<file path="src/rtl/sp_isa_pkg.sv">
// sp_isa_pkg: shared definitions for the instruction sequencer.
//   Widths, instruction field positions, opcodes, one-hot index constants,
//   ALU operation codes, FSM state encoding and a one-hot helper function.
package sp_isa_pkg;

  localparam int DATA_W   = 16;
  localparam int INSTR_W  = 23;
  localparam int ADDR_W   = 6;
  localparam int NUM_REGS = 8;
  localparam int OH_W     = NUM_REGS + 2;

  // Instruction field positions
  localparam int OP_HI   = 22;
  localparam int OP_LO   = 19;
  localparam int RX_HI   = 18;
  localparam int RX_LO   = 16;
  localparam int RY_HI   = 15;
  localparam int RY_LO   = 13;
  localparam int IMM_HI  = 15;
  localparam int IMM_LO  = 0;
  localparam int ADDR_HI = 5;
  localparam int ADDR_LO = 0;

  // Opcodes; 10..15 are undefined
  localparam logic [3:0] OP_NOP  = 4'd0;
  localparam logic [3:0] OP_MV   = 4'd1;
  localparam logic [3:0] OP_MVI  = 4'd2;
  localparam logic [3:0] OP_ADD  = 4'd3;
  localparam logic [3:0] OP_SUB  = 4'd4;
  localparam logic [3:0] OP_AND  = 4'd5;
  localparam logic [3:0] OP_BZ   = 4'd6;
  localparam logic [3:0] OP_BNZ  = 4'd7;
  localparam logic [3:0] OP_JMP  = 4'd8;
  localparam logic [3:0] OP_HALT = 4'd9;

  // Load-enable indices above the general registers
  localparam logic [3:0] IDX_A   = 4'd8;
  localparam logic [3:0] IDX_G   = 4'd9;
  // Bus-source indices above the general registers
  localparam logic [3:0] SRC_G   = 4'd8;
  localparam logic [3:0] SRC_IMM = 4'd9;

  localparam logic [1:0] ALU_ADD = 2'b00;
  localparam logic [1:0] ALU_SUB = 2'b01;
  localparam logic [1:0] ALU_AND = 2'b10;

  typedef enum logic [2:0] {
    ST_IDLE   = 3'd0,
    ST_FETCH  = 3'd1,
    ST_EX1    = 3'd2,
    ST_EX2    = 3'd3,
    ST_EX3    = 3'd4,
    ST_HALTED = 3'd5
  } state_e;

  // One-hot vector with only bit idx set (idx < OH_W)
  function automatic logic [OH_W-1:0] onehot(input logic [3:0] idx);
    onehot = {{(OH_W-1){1'b0}}, 1'b1} << idx;
  endfunction

endpackage

</file>
<file path="src/rtl/sp_instr_decode.sv">
// sp_instr_decode: combinational micro-step decode.
//   state_i     current sequencer state
//   inst_reg_i  latched instruction
//   bus_zero_i  datapath bus is zero (used only by conditional branches)
//   r_en_oh_o   register load enable, one-hot or zero
//   tri_oh_o    bus driver select, one-hot or zero
//   alu_op_o    ALU operation, non-zero only in EX2
//   imm_o       immediate, zero unless the immediate drives the bus
//   branch_o    PC load request
//   illegal_o   undefined opcode seen in EX1
module sp_instr_decode
  import sp_isa_pkg::*;
(
  input  state_e              state_i,
  input  logic [INSTR_W-1:0]  inst_reg_i,
  input  logic                bus_zero_i,
  output logic [OH_W-1:0]     r_en_oh_o,
  output logic [OH_W-1:0]     tri_oh_o,
  output logic [1:0]          alu_op_o,
  output logic [DATA_W-1:0]   imm_o,
  output logic                branch_o,
  output logic                illegal_o
);

  logic [3:0] op_s;
  logic [3:0] rx_s;
  logic [3:0] ry_s;

  assign op_s = inst_reg_i[OP_HI:OP_LO];
  assign rx_s = {1'b0, inst_reg_i[RX_HI:RX_LO]};
  assign ry_s = {1'b0, inst_reg_i[RY_HI:RY_LO]};

  // Per-state, per-opcode bus source / load / control decode
  always_comb begin
    r_en_oh_o = '0;
    tri_oh_o  = '0;
    alu_op_o  = ALU_ADD;
    imm_o     = '0;
    branch_o  = 1'b0;
    illegal_o = 1'b0;
    case (state_i)
      ST_EX1: begin
        case (op_s)
          OP_NOP, OP_HALT: begin
          end
          OP_MV: begin
            tri_oh_o  = onehot(ry_s);
            r_en_oh_o = onehot(rx_s);
          end
          OP_MVI: begin
            tri_oh_o  = onehot(SRC_IMM);
            r_en_oh_o = onehot(rx_s);
            imm_o     = inst_reg_i[IMM_HI:IMM_LO];
          end
          OP_ADD, OP_SUB, OP_AND: begin
            tri_oh_o  = onehot(rx_s);
            r_en_oh_o = onehot(IDX_A);
          end
          OP_BZ: begin
            tri_oh_o = onehot(rx_s);
            branch_o = bus_zero_i;
          end
          OP_BNZ: begin
            tri_oh_o = onehot(rx_s);
            branch_o = ~bus_zero_i;
          end
          OP_JMP: begin
            branch_o = 1'b1;
          end
          default: begin
            illegal_o = 1'b1;
          end
        endcase
      end
      ST_EX2: begin
        tri_oh_o  = onehot(ry_s);
        r_en_oh_o = onehot(IDX_G);
        case (op_s)
          OP_SUB:  alu_op_o = ALU_SUB;
          OP_AND:  alu_op_o = ALU_AND;
          default: alu_op_o = ALU_ADD;
        endcase
      end
      ST_EX3: begin
        tri_oh_o  = onehot(SRC_G);
        r_en_oh_o = onehot(rx_s);
      end
      default: begin
      end
    endcase
  end

endmodule

</file>
<file path="src/rtl/instr_sequencer.sv">
// instr_sequencer: multi-cycle control FSM for the shared-bus datapath.
//   clk, rst            clock and synchronous active-high reset
//   start               leave IDLE/HALTED and begin fetching
//   instr_valid/ready   instruction fetch handshake (ready only in FETCH)
//   instr               instruction word
//   bus_zero            datapath bus is zero, same cycle
//   r_en_OH             register load one-hot: R0..R7, A, G
//   tri_controller_OH   bus driver one-hot: R0..R7, G, immediate
//   alu_op, imm_out     ALU operation and immediate value
//   inc_pc, branch      PC controls; branch_addr is the target address
//   inst_reg            latched instruction
//   busy, done, illegal status
module instr_sequencer
  import sp_isa_pkg::*;
(
  input  logic                clk,
  input  logic                rst,
  input  logic                start,
  input  logic                instr_valid,
  output logic                instr_ready,
  input  logic [INSTR_W-1:0]  instr,
  input  logic                bus_zero,
  output logic [OH_W-1:0]     r_en_OH,
  output logic [OH_W-1:0]     tri_controller_OH,
  output logic [1:0]          alu_op,
  output logic [DATA_W-1:0]   imm_out,
  output logic                inc_pc,
  output logic                branch,
  output logic [ADDR_W-1:0]   branch_addr,
  output logic [INSTR_W-1:0]  inst_reg,
  output logic                busy,
  output logic                done,
  output logic                illegal
);

  state_e               state_q, state_d;
  logic [INSTR_W-1:0]   inst_reg_q, inst_reg_d;
  logic [3:0]           op_s;

  assign op_s = inst_reg_q[OP_HI:OP_LO];

  // Next-state, instruction latch and fetch handshake outputs
  always_comb begin
    state_d     = state_q;
    inst_reg_d  = inst_reg_q;
    instr_ready = 1'b0;
    inc_pc      = 1'b0;
    case (state_q)
      ST_IDLE, ST_HALTED: begin
        if (start) begin
          state_d = ST_FETCH;
        end else begin
          state_d = state_q;
        end
      end
      ST_FETCH: begin
        instr_ready = 1'b1;
        // A handshake in a reset cycle is discarded, so it must not step the PC
        if (instr_valid && !rst) begin
          inst_reg_d = instr;
          inc_pc     = 1'b1;
          state_d    = ST_EX1;
        end else begin
          state_d = ST_FETCH;
        end
      end
      ST_EX1: begin
        case (op_s)
          OP_ADD, OP_SUB, OP_AND: state_d = ST_EX2;
          OP_HALT:                state_d = ST_HALTED;
          default:                state_d = ST_FETCH;
        endcase
      end
      ST_EX2:  state_d = ST_EX3;
      ST_EX3:  state_d = ST_FETCH;
      default: state_d = ST_IDLE;
    endcase
  end

  // State and instruction registers with synchronous reset
  always_ff @(posedge clk) begin
    if (rst) begin
      state_q    <= ST_IDLE;
      inst_reg_q <= '0;
    end else begin
      state_q    <= state_d;
      inst_reg_q <= inst_reg_d;
    end
  end

  sp_instr_decode u_decode (
    .state_i    (state_q),
    .inst_reg_i (inst_reg_q),
    .bus_zero_i (bus_zero),
    .r_en_oh_o  (r_en_OH),
    .tri_oh_o   (tri_controller_OH),
    .alu_op_o   (alu_op),
    .imm_o      (imm_out),
    .branch_o   (branch),
    .illegal_o  (illegal)
  );

  assign inst_reg    = inst_reg_q;
  assign branch_addr = inst_reg_q[ADDR_HI:ADDR_LO];
  assign busy        = (state_q != ST_IDLE) && (state_q != ST_HALTED);
  assign done        = (state_q == ST_HALTED);

endmodule

</file>
<file path="config.mk">
export PLATFORM = sky130hd
export DESIGN_NAME = instr_sequencer
export DESIGN_NICKNAME = d
export VERILOG_FILES = /design/src/rtl/sp_isa_pkg.sv /design/src/rtl/sp_instr_decode.sv /design/src/rtl/instr_sequencer.sv
export SDC_FILE = /design/constraint.sdc
export NUM_CORES = 1
export LEC_CHECK = 0
export BUFFER_PORTS_ARGS = -buffer_cell sky130_fd_sc_hd__buf_2
export CAP_MARGIN = 20
export CORE_MARGIN = 10
export CORE_UTILIZATION = 35
export DETAILED_ROUTE_END_ITERATION = 12
export PLACE_DENSITY = 0.64
export RECOVER_POWER = 50
export SLEW_MARGIN = 20
export SYNTH_ARGS = -nofsm -noshare
export SYNTH_HDL_FRONTEND = slang
export SYNTH_SLANG_ARGS = --single-unit
</file>
<file path="constraint.sdc">
create_clock -name clk -period 2.32 [get_ports clk]
set_clock_uncertainty 0.1 [all_clocks]
set_input_delay 0.348 -clock clk [delete_from_list [all_inputs] [get_ports clk]]
set_output_delay 0.348 -clock clk [all_outputs]
set_load 0.05 [all_outputs]
</file>
## Yosys cells after proc, flatten, opt, wreduce, memory -nomap -nowiden

Cells that the tools add are included.

| storage, ports and cells | value |
|---|---|
| flip-flop bits (word level) | 26 |
| word-level logic and storage cells | 52 |
| ROM bits | 0 |
| bits of input ports | 28 |
| latch bits | 0 |
| memories kept | 0 |
| RAM bits | 0 |

| operators by class | value |
|---|---|
| multiplexer cells | 19 |
| eq/ne operators | 16 |
| magnitude comparators | 0 |
| divide/modulo/power cells | 0 |
| multiply operators | 0 |
| reductions and logical operators | 12 |
| add/sub/neg operators | 0 |
| bitwise gates (word level) | 1 |
| shift-type cells | 2 |

Operator list:

| kind | count |
|---|---|
| $pmux 10 s3 | 3 |
| $mux 16 | 2 |
| $pmux 10 s2 | 1 |
| $shl 1x3->10 const A | 2 |
| $eq 4x3->1 const B | 4 |
| $pmux 3 s5 | 1 |
| $reduce_or 10->1 | 1 |
| $eq 4x2->1 const B | 2 |
| $eq 4x4->1 const B | 2 |
| $eq 3x2->1 const B | 2 |
| $eq 3x3->1 const B | 2 |
| $mux 1 | 6 |
| $pmux 3 s2 | 1 |
| $reduce_or 5->1 | 1 |
| $eq 4x1->1 const B | 1 |
| $logic_not 4->1 | 1 |
| $mux 2 | 2 |
| $pmux 2 s2 | 1 |
| $reduce_or 2->1 | 2 |
| $eq 3x1->1 const B | 1 |
| $logic_not 3->1 | 1 |
| $mux 3 | 1 |
| $ne 3x3->1 const B | 1 |
| $pmux 1 s3 | 1 |
| 7 further kinds | 8 |

## Logic depth before layout (Yosys ltp)

Gate-level depths: netlist of run 1.

| depth | value |
|---|---|
| depth after elaboration | 4 |
| gate-level depth with buffers | 5 |

## Modules after synthesis

From an unflattened synthesis of run 1, not the netlist that was laid out.

| second synthesis, totals | value |
|---|---|
| cells, all modules | 183 |
| area total of the unflattened synthesis | 1749.2 um^2 |

By module, submodules not included:

| module | area an instance (um^2) | cells an instance | instances | sequential area each (um^2) |
|---|---|---|---|---|
| instr_sequencer | 1280.0 | 108 | 1 | 520.5 |
| sp_instr_decode | 469.2 | 75 | 1 | 0.0 |

## Worst setup path after synthesis of run 1

No wires, ideal clock.

| timing path | value |
|---|---|
| kind | flip-flop to output port |
| start point | reg state_q[2] |
| end point | out r_en_OH[5] |
| slack | -1.431 ns |
| stages on the path, launching flop included | 5 |
| arrival time | 3.303 ns |
| cells stage by stage | dfxtp_1 -> buf_6 -> nor3b_1 -> a31oi_1 -> nor3b_1 |

| between the ends | value |
|---|---|
| word-level cells in the longest chain between the ends | 2 |
| elaborated cells between the ends (all ways) | 4 |
| those cells by class | 3 x eq/ne; 1 x mux |

RTL lines:

| what | line | RTL |
|---|---|---|
| start: declaration | instr_sequencer.sv:36 | `state_e state_q, state_d;` |
| start signal: assignment | instr_sequencer.sv:86 | `state_q <= state_d;` |
| $eq 3x3->1 or $eq 3x2->1 (tied branches) | sp_instr_decode.sv:41 | `case (state_i)` |
| $pmux 10 s3 (*) | sp_instr_decode.sv:41 |  |
| end: declaration | instr_sequencer.sv:23 | `output logic [OH_W-1:0] r_en_OH,` |

Every way passes the cells marked *; elsewhere a longest branch is shown, timed or not.

## Final worst setup path of run 1

| timing path | value |
|---|---|
| start point | reg state_q[2] |
| end point | out r_en_OH[7] |

Same word-level chain as after synthesis.

==> out/results.txt, run 1 <==
antenna cells = 0
count of routing violations after the opening detailed-route iteration = 70
via count of the first global-routing pass = 1768
critical setup path kind = flop to output port
maximum clock rate = 445 MHz
share of the clock period used by the worst path after layout = 96.8%
clock insertion delay at the later pin of the skew report = 0.26 ns
number of instances in the synthesized netlist = 184
status = finished, final reports clean
DRC violation count after routing = 0
final RePlAce weighted congestion = 0.853
portion of the post-synthesis area used by sequential elements = 30.6%
area of the core region = 4720 µm²
worst-case clock buffer depth = 2
clock sink count = 26
Syn Nets = 212
top fanout value on the critical path = 8
global-route wire length before repair = 8950 µm
max-capacitance violation count = 0
number of synthesis warnings = 0
data arrival time of the critical path = 1.80 ns
dpl ws = 0.249 ns
slew at the pin closest to its max-slew limit = 0.627 ns
combined global-route utilization of all metal layers = 12.7%
die width = 89.7 µm
first drt pass iteration count = 4
Die Area = 8050 µm²
clock tree from TritonCTS = yes
share of synthesized flip-flops with an asynchronous set or reset = 0%
total count of hold-check failures in the final report = 0
final core utilization = 53.9%
Cell Rows = 25
number of flip-flops in the largest register = 23
Routed met1 length = 2510 µm
leading register cell type out of synthesis = sky130_fd_sc_hd__dfxtp_1
Die Y = 89.7 µm
depth of the CTS H-tree = 1
met3 wire length = 362 µm
vias after detailed routing = 1646
accumulated negative setup slack = 0 ns
placed cell areas = 2400 µm²
number of antenna violations at the first check in global routing = 0
kind of start point of the critical path = flop
type of the tightest min-delay check = primary input to flop
post-detail-place hpwl = 4250 µm
maximum VDD drop = 0.332 mV
RSZ-0062 raised after global routing = yes
Avg Synthesized Cell Area = 9.24 µm²
setup ws final = 0.0752 ns
clock-pin transition on the worst setup and hold timing paths = 0.08 ns
uppermost signal routing layer after detailed routing = met4
effective utilization at floorplan = 36.0%
Hold WS = 0.205 ns
largest net degree at the start of global routing = 27
ports placed on the boundary = 101
CP Data Required Time = 1.87 ns
mean routed wirelength per cell = 15.8 µm
Relative slew margins = 58.4%
remaining number of nets flagged by the antenna check after routing = 0
pwr dens = 392 nW/µm²
final setup violating endpoints = 0
count of different cell masters after synthesis = 43
Final Max Tran Viols = 0
CTS Root Cell = sky130_fd_sc_hd__clkbuf_8
clock buffers created by TritonCTS = 3
final instance area = 2540 µm²
leading cell type in the layout, fill and taps excluded = sky130_fd_sc_hd__buf_2
remaining global-route overflow = 0
Post-Syn Area = 1700 µm²
detailed-routed wire length on met2 = 2510 µm
layout overhead on the synthesized area = 49.6%
top library cells by usage in the layout, fill and taps aside = 48 x sky130_fd_sc_hd__buf_2, 23 x sky130_fd_sc_hd__nor2b_1, 23 x sky130_fd_sc_hd__clkbuf_1
number of enable-type register cells in the synthesized netlist = 0
net total in the final layout = 307
post-layout min period = 2.24 ns
average via count per standard cell = 4.78
flop and latch count out of synthesis = 26
standby leakage power = 1.18 nW
I/O Buffers = 100
Crit. End Element = output port
ratio of cells with drive above 1 in the final layout = 56.0%
Total Routed Length = 5430 µm
==> kinds of logic after synthesis <==
family / share of synthesized area, %
compound gates: 8.39
simple gates: 35.5
flops: 30.6
mux: 15.7
xor+xnor: 0.515
buf+inv: 9.34
==> final cells by class <==
| class | instances | area, µm² |
|---|---|---|
| flip-flops and latches | 26 | 531 |
| multi-input cells | 134 | 1230 |
| repair buffers | 109 | 634 |
| fillers | 467 | 2180 |
| inverters | 5 | 18.8 |
| well taps | 67 | 83.8 |
| clock buffers | 3 | 41.3 |
==> critical path, cell delays in order (launching register included) <==
cell                      delay, ns
sky130_fd_sc_hd__dfxtp_4       0.37
sky130_fd_sc_hd__nor4b_4       0.30
sky130_fd_sc_hd__buf_4         0.20
sky130_fd_sc_hd__a31oi_4       0.20
sky130_fd_sc_hd__nor3b_4       0.27
sky130_fd_sc_hd__buf_6         0.19
==> final timing paths <==
check                     from  slack (ns)            to  cells after the start
setup reg to reg    state_q[0]        0.55  inst_reg[14]                      5
hold reg to reg   inst_reg[19]        0.49    state_q[2]                      2
hold / removal        instr[0]        0.21   inst_reg[0]                      2
setup / recovery    state_q[2]        0.08    r_en_OH[7]                      5
==> synth_stat cells (all sizes together) (3+ instances only) <==
cell | number | area [µm²]
nor3b | 8 | 71.3
o22ai | 6 | 37.5
nand2b | 3 | 18.8
nor3 | 4 | 20.0
buf | 13 | 108
nand3b | 4 | 42.5
clkbuf | 6 | 32.5
nor2 | 9 | 33.8
o21ai | 4 | 20.0
nand2 | 6 | 22.5
and2 | 17 | 108
a21oi | 4 | 20.0
mux2 | 23 | 267
nor2b | 23 | 144
dfxtp | 26 | 521
nor4b | 3 | 47.5
inv | 5 | 18.8
==> timing repair <==
item	CTS	global route
gates cloned	0	0
setup buffers	0	1
hold buffers	0	0
endpoints found under the setup margin	7	32
hold endpoints to repair	0	0
resized for setup	5	47
pin swaps	0	4
==> through the flow <==
step / power (mW) / instances
floorplan: 0.699 / 184
global placement: 0.765 / 340
detailed placement: 0.767 / 340
CTS: 1.02 / 343
global route: 1.05 / 344
finish: 0.998 / 344
==> routing by layer <==
metal  vias up  global-route usage (%)
met1       764                    16.0
met5         -                       0
li1        820                       -
met4         0                    2.02
met2        58                    20.7
met3         4                    4.32
==> power by group <==
| part | internal [mW] | total [mW] | switching, mW | leakage, nW |
|---|---|---|---|---|
| Clock | 0.116 | 0.246 | 0.130 | 0.0216 |
| Sequential | 0.466 | 0.496 | 0.0296 | 0.214 |
| Combinational | 0.0841 | 0.256 | 0.172 | 0.945 |
| Total | 0.666 | 0.998 | 0.332 | 1.18 |
Note: power is estimated with default switching activity, not from simulation.
==> run 2, diff against run 1 <==
CORE_UTILIZATION = 44   (was 35)
PLACE_DENSITY = 0.78   (was 0.64)
==> run 2 against run 1 <==
Effect of this change:
- sequential cell count unchanged
- non-clock buffer count is the same
- setup slack improved by 0.013 ns
- hold slack got worse by 0.00078 ns
- global-route usage up 2.3 points
- die area down 16%
- clock-buffer cell count did not move
- first-iteration DRC count up 11%
- final area shrank 3.2%
- via count down 0.73%
==> out/results.txt, run 2 (synthesized netlist as in run 1, its figures left out) <==
status = finished, final reports clean
maximum VDD drop = 0.317 mV (-4.8%)
cell total after placement = 322 (-5.3%)
RSZ-0062 raised after global routing = yes
via count of the first global-routing pass = 1663 (-5.9%)
RR Endpoint = inst_reg[14]
worst hold path cell count = 2 (unchanged)
net total in the final layout = 307 (unchanged)
post-layout min period = 2.23 ns (-0.0128 ns)
slew at the pin closest to its max-slew limit = 0.624 ns (-0.00282 ns)
post-detail-place hpwl = 4250 µm (about the same)
Hold WS = 0.204 ns (-0.000781 ns)
placed cell areas = 2390 µm² (-0.68%)
Die Area = 6750 µm² (-16%)
accumulated negative setup slack = 0 ns (unchanged)
largest net degree at the start of global routing = 27 (unchanged)
Die Y = 82.2 µm (-8.4%)
remaining number of nets flagged by the antenna check after routing = 0 (unchanged)
R2R setup slack = 0.53 ns (-0.02 ns)
Cell Rows = 22 (-12%)
clock sink count = 26 (unchanged)
area taken by flip-flops and latches = 529 µm² (-0.24%)
ratio of cells with drive above 1 in the final layout = 54.9% (-1.1 points)
data arrival time of the critical path = 1.78 ns (-0.02 ns)
dpl ws = 0.202 ns (-0.0471 ns)
final instance area = 2460 µm² (-3.2%)
type of the tightest min-delay check = primary input to flop
effective utilization at floorplan = 46.1% (+10 points)
filler instances = 342 (-27%)
clock-pin transition on the worst setup and hold timing paths = 0.09 ns (about the same)
clock insertion delay at the later pin of the skew report = 0.26 ns (about the same)
maximum clock rate = 448 MHz (+0.57%)
top library cells by usage in the layout, fill and taps aside = 60 x sky130_fd_sc_hd__buf_2, 25 x sky130_fd_sc_hd__clkbuf_1, 23 x sky130_fd_sc_hd__nor2b_1
leading cell type in the layout, fill and taps excluded = sky130_fd_sc_hd__buf_2
Crit Reg-Reg Startpoint = state_q[2]
ports placed on the boundary = 101 (unchanged)
final RePlAce weighted congestion = 0.813 (-4.7%)
pwr dens = 404 nW/µm² (+2.9%)
remaining global-route overflow = 0 (unchanged)
clock tree from TritonCTS = yes
count of routing violations after the opening detailed-route iteration = 78 (+11%)
layout overhead on the synthesized area = 44.7%
top fanout value on the critical path = 5 (-3)
clock buffers created by TritonCTS = 3 (unchanged)
total count of hold-check failures in the final report = 0 (unchanged)
final core utilization = 66.7% (+13 points)
CP Data Required Time = 1.87 ns (about the same)
depth of the CTS H-tree = 1 (unchanged)
logic depth of the worst register-to-register path = 5 (unchanged)
number of flip-flops in the largest register = 23 (unchanged)
max-capacitance violation count = 0 (unchanged)
kind of start point of the critical path = flop
area of the multi-input gates = 1230 µm² (-0.71%)
antenna cells = 0 (unchanged)
endpoint of the worst hold-timing path = inst_reg[12]
global-route wire length before repair = 8160 µm (-8.9%)
final total power = 0.993 mW (-0.46%)
first drt pass iteration count = 4 (unchanged)
setup ws final = 0.0880 ns (+0.0128 ns)
hold_buf cts = 0 (unchanged)
share of the clock period used by the worst path after layout = 96.2% (-0.55 points)
area of the core region = 3690 µm² (-22%)
Final Max Tran Viols = 0 (unchanged)
Total Routed Length = 5210 µm (-4.0%)
I/O Buffers = 100 (unchanged)
final std cells w/o fill = 325 (-5.5%)
die width = 82.2 µm (-8.4%)
Crit. End Element = output port
combined global-route utilization of all metal layers = 15.0% (+2.3 points)
vias after detailed routing = 1634 (-0.73%)
Relative slew margins = 58.6% (+0.19 points)
first element of the critical path = state_q[0]
startpoint of the most critical hold path = instr[12]
DRC violation count after routing = 0 (unchanged)
worst-case clock buffer depth = 2 (unchanged)
CTS Root Cell = sky130_fd_sc_hd__clkbuf_8
critical setup path kind = flop to output port
standby leakage power = 1.18 nW (-0.43%)
final setup violating endpoints = 0 (unchanged)
average via count per standard cell = 5.03 (+5.1%)
mean routed wirelength per cell = 16.0 µm (+1.6%)
number of antenna violations at the first check in global routing = 0 (unchanged)
==> run 2: cell count changes in the layout (fill, tap and decap cells not counted) <==
cell	delta
sky130_fd_sc_hd__buf_4	-2
sky130_fd_sc_hd__nor4b_2	+1
sky130_fd_sc_hd__clkbuf_4	-9
sky130_fd_sc_hd__buf_6	-3
sky130_fd_sc_hd__dfxtp_1	+1
sky130_fd_sc_hd__buf_2	+12
sky130_fd_sc_hd__nor4b_4	-1
sky130_fd_sc_hd__dfxtp_2	-1
sky130_fd_sc_hd__clkbuf_1	+2
==> run 2: final cells by class <==
class / instances / area share (%)
Multi-Input combinational cell: 134 / 49.8
Sequential cell: 26 / 21.5
Timing Repair Buffer: 109 / 23.8
Clock buffer: 3 / 1.68
Inverter: 5 / 0.763
Tap cell: 48 / 2.44
==> run 2: per-layer routing <==
metal / global-route usage, % / wire [µm] / vias to the layer above
met2: 25.5 / 2600 / 56
met1: 17.3 / 2020 / 759
met4: 3.06 / 20 / 0
met3: 6.16 / 563 / 2
met5: 0 / 0 / -
li1: - / - / 817
==> run 2: worst max-delay path by stage <==
stage                      endpoint  slack, ns
2_1_floorplan  tri_controller_OH[5]      -0.28
3_3_place_gp   tri_controller_OH[2]       0.27
3_5_place_dp   tri_controller_OH[2]       0.20
4_1_cts                  r_en_OH[1]       0.01
5_1_grt        tri_controller_OH[3]      -0.03
6_report       tri_controller_OH[1]       0.09
==> run 2: power by group <==
part / total [mW] / switching (mW) / internal, mW
registers: 0.496 / 0.0294 / 0.466
logic: 0.255 / 0.171 / 0.0845
clock network: 0.242 / 0.126 / 0.116
==> run 2: timing repair <==
item	4_1_cts	5_1_grt
buffers inserted	0	0
endpoints found under the setup margin	13	31
cloned	0	0
pin swaps	0	3
resized for setup	7	20
==> run 2: critical path, cell delays in order, from the launching register on <==
cell and delay (ns):
sky130_fd_sc_hd__dfxtp_2 0.34, sky130_fd_sc_hd__nor4b_4 0.31, sky130_fd_sc_hd__buf_4 0.20, sky130_fd_sc_hd__nand3b_1 0.21, sky130_fd_sc_hd__o22ai_1 0.24, sky130_fd_sc_hd__buf_4 0.23
==> run 3, diff against run 2 <==
CELL_PAD_IN_SITES_DETAIL_PLACEMENT = 0   (was default)
CELL_PAD_IN_SITES_GLOBAL_PLACEMENT = 1   (was default)
CORE_UTILIZATION = 31   (was 44)
==> run 3 against run 2 <==
Effect of this change:
- final area up 3.5%
- register-to-register slack worse by 0.25 ns
- die area increased by 31%
- core utilization shrank 18 points
- maximum frequency shrank 0.67%
- via count rose by 2.8%
- first-iteration DRC count decreased by 56%
- clock power rose by 23%
- sequential share of layout area shrank 0.67 points
- largest cell class unchanged
- non-clock buffer count is the same
==> out/results.txt, run 3 (synthesized netlist as in run 1, its figures left out) <==
slew at the pin closest to its max-slew limit = 0.670 ns (+0.0456 ns)
Die Area = 8850 µm² (+31%)
cell total after placement = 342 (+6.2%)
Final Max Tran Viols = 0 (unchanged)
global-route wire length before repair = 9000 µm (+10%)
combinational cell fraction of total power = 24.5% (-1.2 points)
die width = 94.1 µm (+14%)
Total Routed Length = 5910 µm (+13%)
Die Y = 94.1 µm (+14%)
Cell Rows = 26 (+18%)
type of the tightest min-delay check = primary input to flop
mean routed wirelength per cell = 16.9 µm (+5.3%)
kind of start point of the critical path = flop
hold_buf cts = 0 (unchanged)
critical setup path kind = flop to output port
sequential group share of total power = 47.3% (-2.6 points)
dpl ws = 0.112 ns (-0.0900 ns)
clock insertion delay at the later pin of the skew report = 0.27 ns (about the same)
pwr dens = 413 nW/µm² (+2.4%)
area of the multi-input gates = 1260 µm² (+2.9%)
I/O Buffers = 100 (unchanged)
first drt pass iteration count = 4 (unchanged)
total count of hold-check failures in the final report = 0 (unchanged)
RSZ-0062 raised after global routing = no
status = finished, final reports clean
clock tree from TritonCTS = yes
net total in the final layout = 309 (+0.65%)
max-capacitance violation count = 0 (unchanged)
share of the clock period used by the worst path after layout = 96.9% (+0.65 points)
setup ws final = 0.0729 ns (-0.0152 ns)
filler instances = 547 (+60%)
final core utilization = 48.9% (-18 points)
final RePlAce weighted congestion = 0.730 (-10%)
count of routing violations after the opening detailed-route iteration = 34 (-56%)
average via count per standard cell = 4.80 (-4.6%)
number of flip-flops in the largest register = 23 (unchanged)
worst-case clock buffer depth = 2 (unchanged)
final instance area = 2550 µm² (+3.5%)
remaining global-route overflow = 0 (unchanged)
top fanout value on the critical path = 8 (+3)
clock share of power = 28.2% (+3.8 points)
Crit Reg-Reg Startpoint = state_q[0]
top library cells by usage in the layout, fill and taps aside = 44 x sky130_fd_sc_hd__buf_2, 32 x sky130_fd_sc_hd__clkbuf_1, 24 x sky130_fd_sc_hd__buf_4
layout overhead on the synthesized area = 49.7%
ratio of cells with drive above 1 in the final layout = 53.6% (-1.3 points)
logic depth of the worst register-to-register path = 5 (unchanged)
DRC violation count after routing = 0 (unchanged)
clock buffers created by TritonCTS = 3 (unchanged)
maximum VDD drop = 0.254 mV (-20%)
Internal Power = 0.701 mW (+5.1%)
via count of the first global-routing pass = 1769 (+6.4%)
placed cell areas = 2400 µm² (+0.52%)
endpoint of the worst hold-timing path = inst_reg[4]
CP Data Required Time = 1.87 ns (about the same)
ports placed on the boundary = 101 (unchanged)
area of the core region = 5200 µm² (+41%)
R2R setup slack = 0.28 ns (-0.25 ns)
CTS Root Cell = sky130_fd_sc_hd__clkbuf_8
depth of the CTS H-tree = 1 (unchanged)
clock-pin transition on the worst setup and hold timing paths = 0.09 ns (about the same)
proportion of total power due to net switching = 33.4% (+0.49 points)
startpoint of the most critical hold path = instr[4]
accumulated negative setup slack = 0 ns (unchanged)
post-layout min period = 2.25 ns (+0.0152 ns)
effective utilization at floorplan = 32.7% (-13 points)
largest net degree at the start of global routing = 27 (unchanged)
RR Endpoint = inst_reg[15]
final std cells w/o fill = 350 (+7.7%)
maximum clock rate = 445 MHz (-0.67%)
standby leakage power = 1.16 nW (-1.3%)
post-detail-place hpwl = 4460 µm (+4.9%)
clock sink count = 26 (unchanged)
Relative slew margins = 55.6% (-3.0 points)
remaining number of nets flagged by the antenna check after routing = 0 (unchanged)
leading cell type in the layout, fill and taps excluded = sky130_fd_sc_hd__buf_2
worst hold path cell count = 2 (unchanged)
Crit. End Element = output port
antenna cells = 0 (unchanged)
final setup violating endpoints = 0 (unchanged)
combined global-route utilization of all metal layers = 12.4% (-2.6 points)
area taken by flip-flops and latches = 531 µm² (+0.24%)
vias after detailed routing = 1679 (+2.8%)
number of antenna violations at the first check in global routing = 1 (+1)
data arrival time of the critical path = 1.80 ns (+0.02 ns)
power spent charging and discharging nets = 0.351 mW (+7.5%)
## run 3: cell count changes in the layout (fill, tap and decap cells not counted), moves of 2 or more
cell / change
sky130_fd_sc_hd__buf_2: -16
sky130_fd_sc_hd__buf_4: +10
sky130_fd_sc_hd__clkbuf_1: +7
sky130_fd_sc_hd__nor4b_2: -2
## run 3: worst max-delay path, cell delays in order (launching register included)
cell and delay [ns]:
sky130_fd_sc_hd__dfxtp_1 0.35, sky130_fd_sc_hd__nor4b_4 0.29, sky130_fd_sc_hd__buf_4 0.20, sky130_fd_sc_hd__a31oi_4 0.22
sky130_fd_sc_hd__nor3b_2 0.27, sky130_fd_sc_hd__buf_6 0.19
## run 3: timing repair
item	in CTS	in global routing
setup endpoints to repair	30	30
pin swaps	0	2
gates cloned	1	1
resized for setup	16	23
endpoints found under the hold margin	0	0
buffers inserted	2	0
## run 3: cell type report
class | count | area share [%]
Tap cell | 70 | 3.44
Sequential cell | 26 | 20.8
Inverter | 5 | 0.737
Timing Repair Buffer | 109 | 23.3
Multi-Input combinational cell | 136 | 49.5
Clock buffer | 4 | 2.16
## run 3: stage by stage
stage                     hold WS (ns)  power [mW]
after global routing             0.191        1.10
after global placement           0.473       0.765
after CTS                        0.187        1.07
after floorplan                  0.391       0.699
after detailed placement         0.478       0.767
final                            0.195        1.05
## run 3: power by group through the flow
stage | sequential (mW) | combinational, mW | clock [mW]
floorplan | 0.553 | 0.146 | 0
global placement | 0.505 | 0.259 | 0
detailed placement | 0.505 | 0.262 | 0
CTS | 0.496 | 0.265 | 0.310
global route | 0.502 | 0.273 | 0.321
finish | 0.497 | 0.257 | 0.297
## run 3: per-layer routing
metal	GRT usage (%)	wire length [µm]	vias to the layer above
met5	0	0	-
met4	2.91	66	0
met3	5.20	494	6
met2	19.8	2640	68
met1	15.1	2700	770
li1	-	-	835
## run 3: worst max path at each step
| stage | slack (ns) | cells after the start | end | from |
|---|---|---|---|---|
| 2_1_floorplan | -0.28 | 3 | tri_controller_OH[5] | inst_reg[18] |
| 3_3_place_gp | 0.17 | 4 | imm_out[14] | state_q[1] |
| 3_5_place_dp | 0.11 | 4 | imm_out[13] | state_q[1] |
| 4_1_cts | 0.000006 | 5 | imm_out[6] | state_q[1] |
| 5_1_grt | 0.01 | 5 | imm_out[3] | state_q[0] |
| 6_report | 0.07 | 5 | r_en_OH[5] | state_q[0] |
